[src/rtl/tron_pkg.sv]
// Shared game package: frame-buffer widths, arbiter state encoding and
// a helper that sizes the per-requester burst counter.
package tron_pkg;

  localparam int FB_ADDR_W = 20;
  localparam int FB_DATA_W = 16;

  // Arbiter FSM: idle, grant to blue, grant to red, frame-buffer clear sweep.
  typedef enum logic [1:0] {
    IDLE  = 2'd0,
    GNT_B = 2'd1,
    GNT_R = 2'd2,
    CLEAR = 2'd3
  } arb_state_t;

  // Burst counter must hold MAX_BURST without wrapping and is never
  // narrower than 4 bits.
  function automatic int burst_cnt_width(input int max_burst);
    int w;
    w = $clog2(max_burst + 1);
    return (w < 4) ? 4 : w;
  endfunction

endpackage

[src/rtl/fb_clear_counter.sv]
// Address generator for the frame-buffer clear sweep. Counts
// 0..CLEAR_WORDS-1 while enabled, flags the final address, and wraps back
// to 0 after it so the next sweep starts clean.
module fb_clear_counter
  import tron_pkg::*;
#(
  parameter int CLEAR_WORDS = 76800
) (
  input  logic                 Clk,
  input  logic                 Reset,
  input  logic                 start,
  input  logic                 enable,
  output logic [FB_ADDR_W-1:0] count,
  output logic                 last
);

  localparam logic [FB_ADDR_W-1:0] LAST_ADDR = FB_ADDR_W'(CLEAR_WORDS - 1);

  logic [FB_ADDR_W-1:0] count_reg;

  // Sweep address: held at 0 until the sweep runs, then one step per cycle.
  always_ff @(posedge Clk) begin
    if (Reset || start) begin
      count_reg <= '0;
    end else if (enable) begin
      if (count_reg == LAST_ADDR) begin
        count_reg <= '0;
      end else begin
        count_reg <= count_reg + 1'b1;
      end
    end
  end

  assign count = count_reg;
  assign last  = (count_reg == LAST_ADDR);

endmodule

[src/rtl/trail_write_arbiter.sv]
// Frame-buffer write arbiter: shares one write port between the blue and
// red trail writers (round-robin, bounded bursts) and a full-screen clear
// sweep that takes priority at burst boundaries.
module trail_write_arbiter
  import tron_pkg::*;
#(
  parameter int CLEAR_WORDS = 76800,
  parameter int MAX_BURST   = 16
) (
  input  logic                 Clk,
  input  logic                 Reset,
  input  logic                 clear_start,
  input  logic                 blue_req,
  input  logic                 red_req,
  input  logic [FB_ADDR_W-1:0] blue_addr,
  input  logic [FB_ADDR_W-1:0] red_addr,
  input  logic [FB_DATA_W-1:0] blue_data,
  input  logic [FB_DATA_W-1:0] red_data,
  output logic                 blue_gnt,
  output logic                 red_gnt,
  output logic [FB_ADDR_W-1:0] fb_addr,
  output logic [FB_DATA_W-1:0] fb_data,
  output logic                 fb_we,
  output logic                 clear_busy,
  output logic                 clear_done
);

  localparam int BURST_W = burst_cnt_width(MAX_BURST);
  localparam logic [BURST_W-1:0] BURST_LAST = BURST_W'(MAX_BURST - 1);

  arb_state_t           state_reg;
  arb_state_t           state_next;
  logic [BURST_W-1:0]   burst_cnt_reg;
  logic                 pending_reg;
  logic                 pending_next;
  logic                 rr_blue_next_reg;
  logic                 clear_done_reg;

  logic                 trail_write;
  logic                 burst_last;
  logic                 clear_wanted;
  logic [FB_ADDR_W-1:0] clr_count;
  logic                 clr_last;

  // Sweep address counter is parked at 0 whenever the FSM is not clearing.
  fb_clear_counter #(
    .CLEAR_WORDS (CLEAR_WORDS)
  ) u_clear_cnt (
    .Clk    (Clk),
    .Reset  (Reset),
    .start  (state_reg != CLEAR),
    .enable (state_reg == CLEAR),
    .count  (clr_count),
    .last   (clr_last)
  );

  assign burst_last   = (burst_cnt_reg == BURST_LAST);
  // A pulse on the same cycle counts as pending so a clear is never
  // deferred past the boundary it arrives on.
  assign clear_wanted = pending_reg || clear_start;

  // Next-state and write-port decode from the registered state.
  always_comb begin
    state_next  = state_reg;
    fb_we       = 1'b0;
    fb_addr     = '0;
    fb_data     = '0;
    trail_write = 1'b0;
    case (state_reg)
      IDLE: begin
        if (clear_wanted) begin
          state_next = CLEAR;
        end else if (blue_req && red_req) begin
          state_next = rr_blue_next_reg ? GNT_B : GNT_R;
        end else if (blue_req) begin
          state_next = GNT_B;
        end else if (red_req) begin
          state_next = GNT_R;
        end
      end
      GNT_B: begin
        if (!blue_req) begin
          state_next = IDLE;
        end else begin
          fb_we       = 1'b1;
          fb_addr     = blue_addr;
          fb_data     = blue_data;
          trail_write = 1'b1;
          if (burst_last) begin
            if (clear_wanted)  state_next = CLEAR;
            else if (red_req)  state_next = GNT_R;
            else               state_next = IDLE;
          end
        end
      end
      GNT_R: begin
        if (!red_req) begin
          state_next = IDLE;
        end else begin
          fb_we       = 1'b1;
          fb_addr     = red_addr;
          fb_data     = red_data;
          trail_write = 1'b1;
          if (burst_last) begin
            if (clear_wanted)  state_next = CLEAR;
            else if (blue_req) state_next = GNT_B;
            else               state_next = IDLE;
          end
        end
      end
      CLEAR: begin
        fb_we   = 1'b1;
        fb_addr = clr_count;
        fb_data = '0;
        if (clr_last) begin
          state_next = IDLE;
        end
      end
      default: begin
        state_next = IDLE;
      end
    endcase
  end

  // Pending-clear flag: latched outside a sweep, consumed on entry to CLEAR.
  always_comb begin
    pending_next = pending_reg;
    if (state_next == CLEAR) begin
      pending_next = 1'b0;
    end else if (clear_start && (state_reg != CLEAR)) begin
      pending_next = 1'b1;
    end
  end

  // State register, pending flag and clear-done pulse.
  always_ff @(posedge Clk) begin
    if (Reset) begin
      state_reg      <= IDLE;
      pending_reg    <= 1'b0;
      clear_done_reg <= 1'b0;
    end else begin
      state_reg      <= state_next;
      pending_reg    <= pending_next;
      clear_done_reg <= (state_reg == CLEAR) && clr_last;
    end
  end

  // Burst counter: restarts on every state change, counts accepted writes.
  always_ff @(posedge Clk) begin
    if (Reset) begin
      burst_cnt_reg <= '0;
    end else if (state_next != state_reg) begin
      burst_cnt_reg <= '0;
    end else if (trail_write) begin
      burst_cnt_reg <= burst_cnt_reg + 1'b1;
    end
  end

  // Round-robin pointer: the requester currently being served yields next tie.
  always_ff @(posedge Clk) begin
    if (Reset) begin
      rr_blue_next_reg <= 1'b1;
    end else if (state_reg == GNT_B) begin
      rr_blue_next_reg <= 1'b0;
    end else if (state_reg == GNT_R) begin
      rr_blue_next_reg <= 1'b1;
    end
  end

  assign blue_gnt   = (state_reg == GNT_B);
  assign red_gnt    = (state_reg == GNT_R);
  assign clear_busy = pending_reg || (state_reg == CLEAR);
  assign clear_done = clear_done_reg;

endmodule

[config.mk]
export PLATFORM = sky130hd
export DESIGN_NAME = trail_write_arbiter
export DESIGN_NICKNAME = d
export VERILOG_FILES = /design/src/rtl/tron_pkg.sv /design/src/rtl/fb_clear_counter.sv /design/src/rtl/trail_write_arbiter.sv
export SDC_FILE = /design/constraint.sdc
export NUM_CORES = 1
export LEC_CHECK = 0
export CORE_UTILIZATION = 40
export CTS_CLUSTER_DIAMETER = 80
export DETAILED_ROUTE_END_ITERATION = 16
export GPL_ROUTABILITY_DRIVEN = 0
export PLACE_DENSITY = 0.81
export SYNTH_ARGS = -nofsm -noshare
export SYNTH_HDL_FRONTEND = slang
export SYNTH_SLANG_ARGS = --single-unit
[constraint.sdc]
create_clock -name Clk -period 2.5 [get_ports Clk]
set_input_delay 0.625 -clock Clk [delete_from_list [all_inputs] [get_ports Clk]]
set_output_delay 0.625 -clock Clk [all_outputs]
set_load 0.005 [all_outputs]
==> results.py <==
metrics = {
    "status": {
        "status": "finished clean",
    },
    "clocking": {
        "cts_tree": "done",
        "clk_pin_slew_worst_paths_ns": 0.06,
        "cts-buffers-inserted": 5,
        "clk_latency_ns": 0.28,
        "clock_path_buffers": 2,
        "numClockSinks": 30,
        "ctsHoldBuffers": 0,
        "cts.htree.levels": 2,
        "cts_root_buf": "clkbuf_8",
    },
    "floorplan": {
        "initial_core_util_pct": 41.7,
        "rows": 27,
        "die_w_um": 77.8,
        "die_h_um": 77.8,
        "die_area_um2": 6050,
        "ios": 118,
        "core_um2": 5510,
    },
    "final_layout": {
        "area_growth_pct": 67.8,
        "antenna_cells": 0,
        "regArea_um2": 606,
        "layoutNonFillerInstCount": 488,
        "largest_reg_flops": 20,
        "final_area_um2": 3850,
        "fill_cells": 442,
        "mostFrequentLayoutCells": "clkdlybuf4s50_1 (77), nor2_1 (48), dfxtp_1 (28)",
        "layout_commonest_cell": "clkdlybuf4s50_1",
        "multi_input_area_um2": 1610,
        "nNetsFinal": 500,
        "drive_gt1_share_pct": 22.4,
    },
    "detailed_routing": {
        "drtIter0Drc": 166,
        "drc": 0,
        "vias": 2749,
        "ant_nets": 0,
        "drtPass1Iterations": 5,
        "viasPerCell": 5.63,
        "wl_um": 8020,
        "routedWlPerCell_um": 16.4,
    },
    "placement": {
        "dpl_cell_area_um2": 3600,
        "dp.cells": 469,
        "port_buffers": 117,
        "hpwl_um": 5500,
    },
    "yosys": {
        "syn_inst": 284,
        "yosys.area_share.adder_pct": 3.81,
        "syn-cell-area_um2": 2300,
        "synth_edf_count": 0,
        "synth_compound_area_share_pct": 24.4,
        "syn_nets": 368,
        "synth_seq_cells": 30,
        "synthFlopType": "dfxtp_1",
        "synthXorXnorAreaFrac_pct": 6.86,
        "yosys.area_share.simple_pct": 30.3,
        "yosysWarnings": 0,
        "synth_top_family_by_area": "simple AND/OR/NAND/NOR gates",
        "async_flop_share_pct": 0,
        "muxShareOfSynthArea_pct": 0.436,
        "seq_area_frac_synth_pct": 26.1,
        "syn_avg_cell_area_um2": 8.09,
        "yosys.cell_types.count": 51,
    },
    "critical_path": {
        "worstPathArrival_ns": 1.86,
        "cp.required_ns": 1.88,
        "slowest_stage": "dfxtp_2",
        "crit_chain": "buf_4, ha_4, and2_4, buf_4, buf_12, a22oi_2, nor2b_1, dlygate4sd2_1",
        "worst-setup-path-type": "reg -> out",
        "critical_path.max_stage_delay_ns": 0.33,
        "end_kind": "output pin",
        "critPathMostFrequentCell": "buf_4",
        "worstSetupStartpointType": "flop",
        "path_max_fanout": 14,
    },
    "grt": {
        "grt_max_degree": 30,
        "grt_pass1_wl_um": 13000,
        "grt_antenna_before_repair": 0,
        "globalRouteOverflowTotal": 0,
        "grt_pass1_vias": 2616,
        "track_usage_pct": 27.3,
    },
    "sta": {
        "worstMarginPinSlew_ns": 0.504,
        "setup_viol": 0,
        "tns_ns": 0,
        "relSlewSlack_pct": 66.3,
        "min_period_over_period_pct": 99.5,
        "max_freq_ghz": 0.402,
        "hold_viol_final": 0,
        "finalCriticalPeriod_ns": 2.49,
        "clock_skew_ns": 0.00818,
        "drv_slew": 0,
        "rsz0062_at_grt": "true",
    },
    "min_path": {
        "hold_path_class": "reg -> reg",
    },
    "pwr": {
        "irDropWorstVdd_v": 0.000454,
        "p_per_area_nw_per_um2": 618,
        "p_leak_nw": 1.47,
        "power_mw": 2.38,
    },
    "run": {
        "drv_cap": 0,
    },
}
-- final cells by class --
class / count / area share (%)
timing repair buffer: 147 / 36.1
inverter: 10 / 1.04
sequential: 30 / 15.7
multi-input combinational: 222 / 41.9
clock inverter: 1 / 0.779
clock buffer: 6 / 2.14
tap: 72 / 2.34
-- stage by stage --
step                util, %  setup slack, ns  hold WS, ns
floorplan                 -            0.260        0.437
global route           70.0          -0.0473        0.535
detailed placement     65.3           -0.375        0.484
finish                 70.0           0.0131        0.495
CTS                    68.6          0.00483        0.492
global placement       65.3           -0.402        0.461
-- critical path: cells and delay by family, from the launching register on --
family | cells | cell delay [ns]
AO/OA/AOI/OAI | 1 | 0.16
buffers and inverters | 4 | 0.69
AND/OR/NAND/NOR | 2 | 0.23
adder cells (fa/ha/maj) | 1 | 0.16
flip-flops | 1 | 0.33
-- logic make-up after synthesis --
group	after synthesis
adder cells (fa/ha/maj)	7
AND/OR/NAND/NOR	127
flip-flops	30
multiplexers	1
buffers and inverters	32
AO/OA/AOI/OAI	69
XOR/XNOR	18
-- cell usage after synthesis (all sizes together) (2+ instances only) --
library cell | number | area share [%]
a21o | 2 | 0.65
a21oi | 6 | 1.5
a221oi | 2 | 1.0
a222oi | 19 | 8.3
a22oi | 17 | 5.8
a2bb2oi | 2 | 0.76
a41oi | 2 | 0.76
and2 | 4 | 1.1
and3 | 5 | 1.4
and4 | 4 | 1.6
buf | 7 | 3.0
clkbuf | 15 | 3.4
dfxtp | 30 | 26
ha | 7 | 3.8
inv | 10 | 1.6
nand2 | 12 | 2.0
nand2b | 4 | 1.1
nand3 | 6 | 1.5
nand4 | 7 | 2.7
nor2 | 49 | 8.1
nor2b | 19 | 5.2
nor3 | 9 | 2.0
nor3b | 4 | 1.5
o211ai | 2 | 0.65
o21ai | 10 | 2.2
xnor2 | 12 | 4.6
xor2 | 6 | 2.3
-- final timing paths --
path	startpoint	end	slack, ns	depth (start not counted)
max	state_reg[0]	fb_data[12]	0.01	8
min	u_clear_cnt.count[0]	u_clear_cnt.count[0]	0.49	1
max reg2reg	burst_cnt_reg[0]	burst_cnt_reg[3]	0.41	8
min reg2reg	u_clear_cnt.count[0]	u_clear_cnt.count[0]	0.49	1
-- routing by layer --
layer	vias to the layer above	global-route usage, %	share of wire (%)
met5	-	0	0
met1	1307	32.9	40
met3	14	6.12	6.0
li1	1318	-	-
met2	110	47.7	52
met4	0	8.30	2.1
-- what timing repair did --
| action | in CTS | in global routing |
|---|---|---|
| pin swaps | 38 | 10 |
| hold endpoints to repair | 0 | 0 |
| cloned | 3 | 0 |
| setup endpoints to repair | 38 | 26 |
| setup buffers | 7 | 3 |
| resized for setup | 115 | 17 |
-- power breakdown --
group	internal [mW]	switching, mW	total, mW	leakage, nW
Sequential	0.510	0.0345	0.544	0.243
Combinational	0.719	0.621	1.34	1.17
Clock	0.318	0.180	0.498	0.0573
Total	1.55	0.836	2.38	1.47
Note: power is estimated with default switching activity, not from simulation.
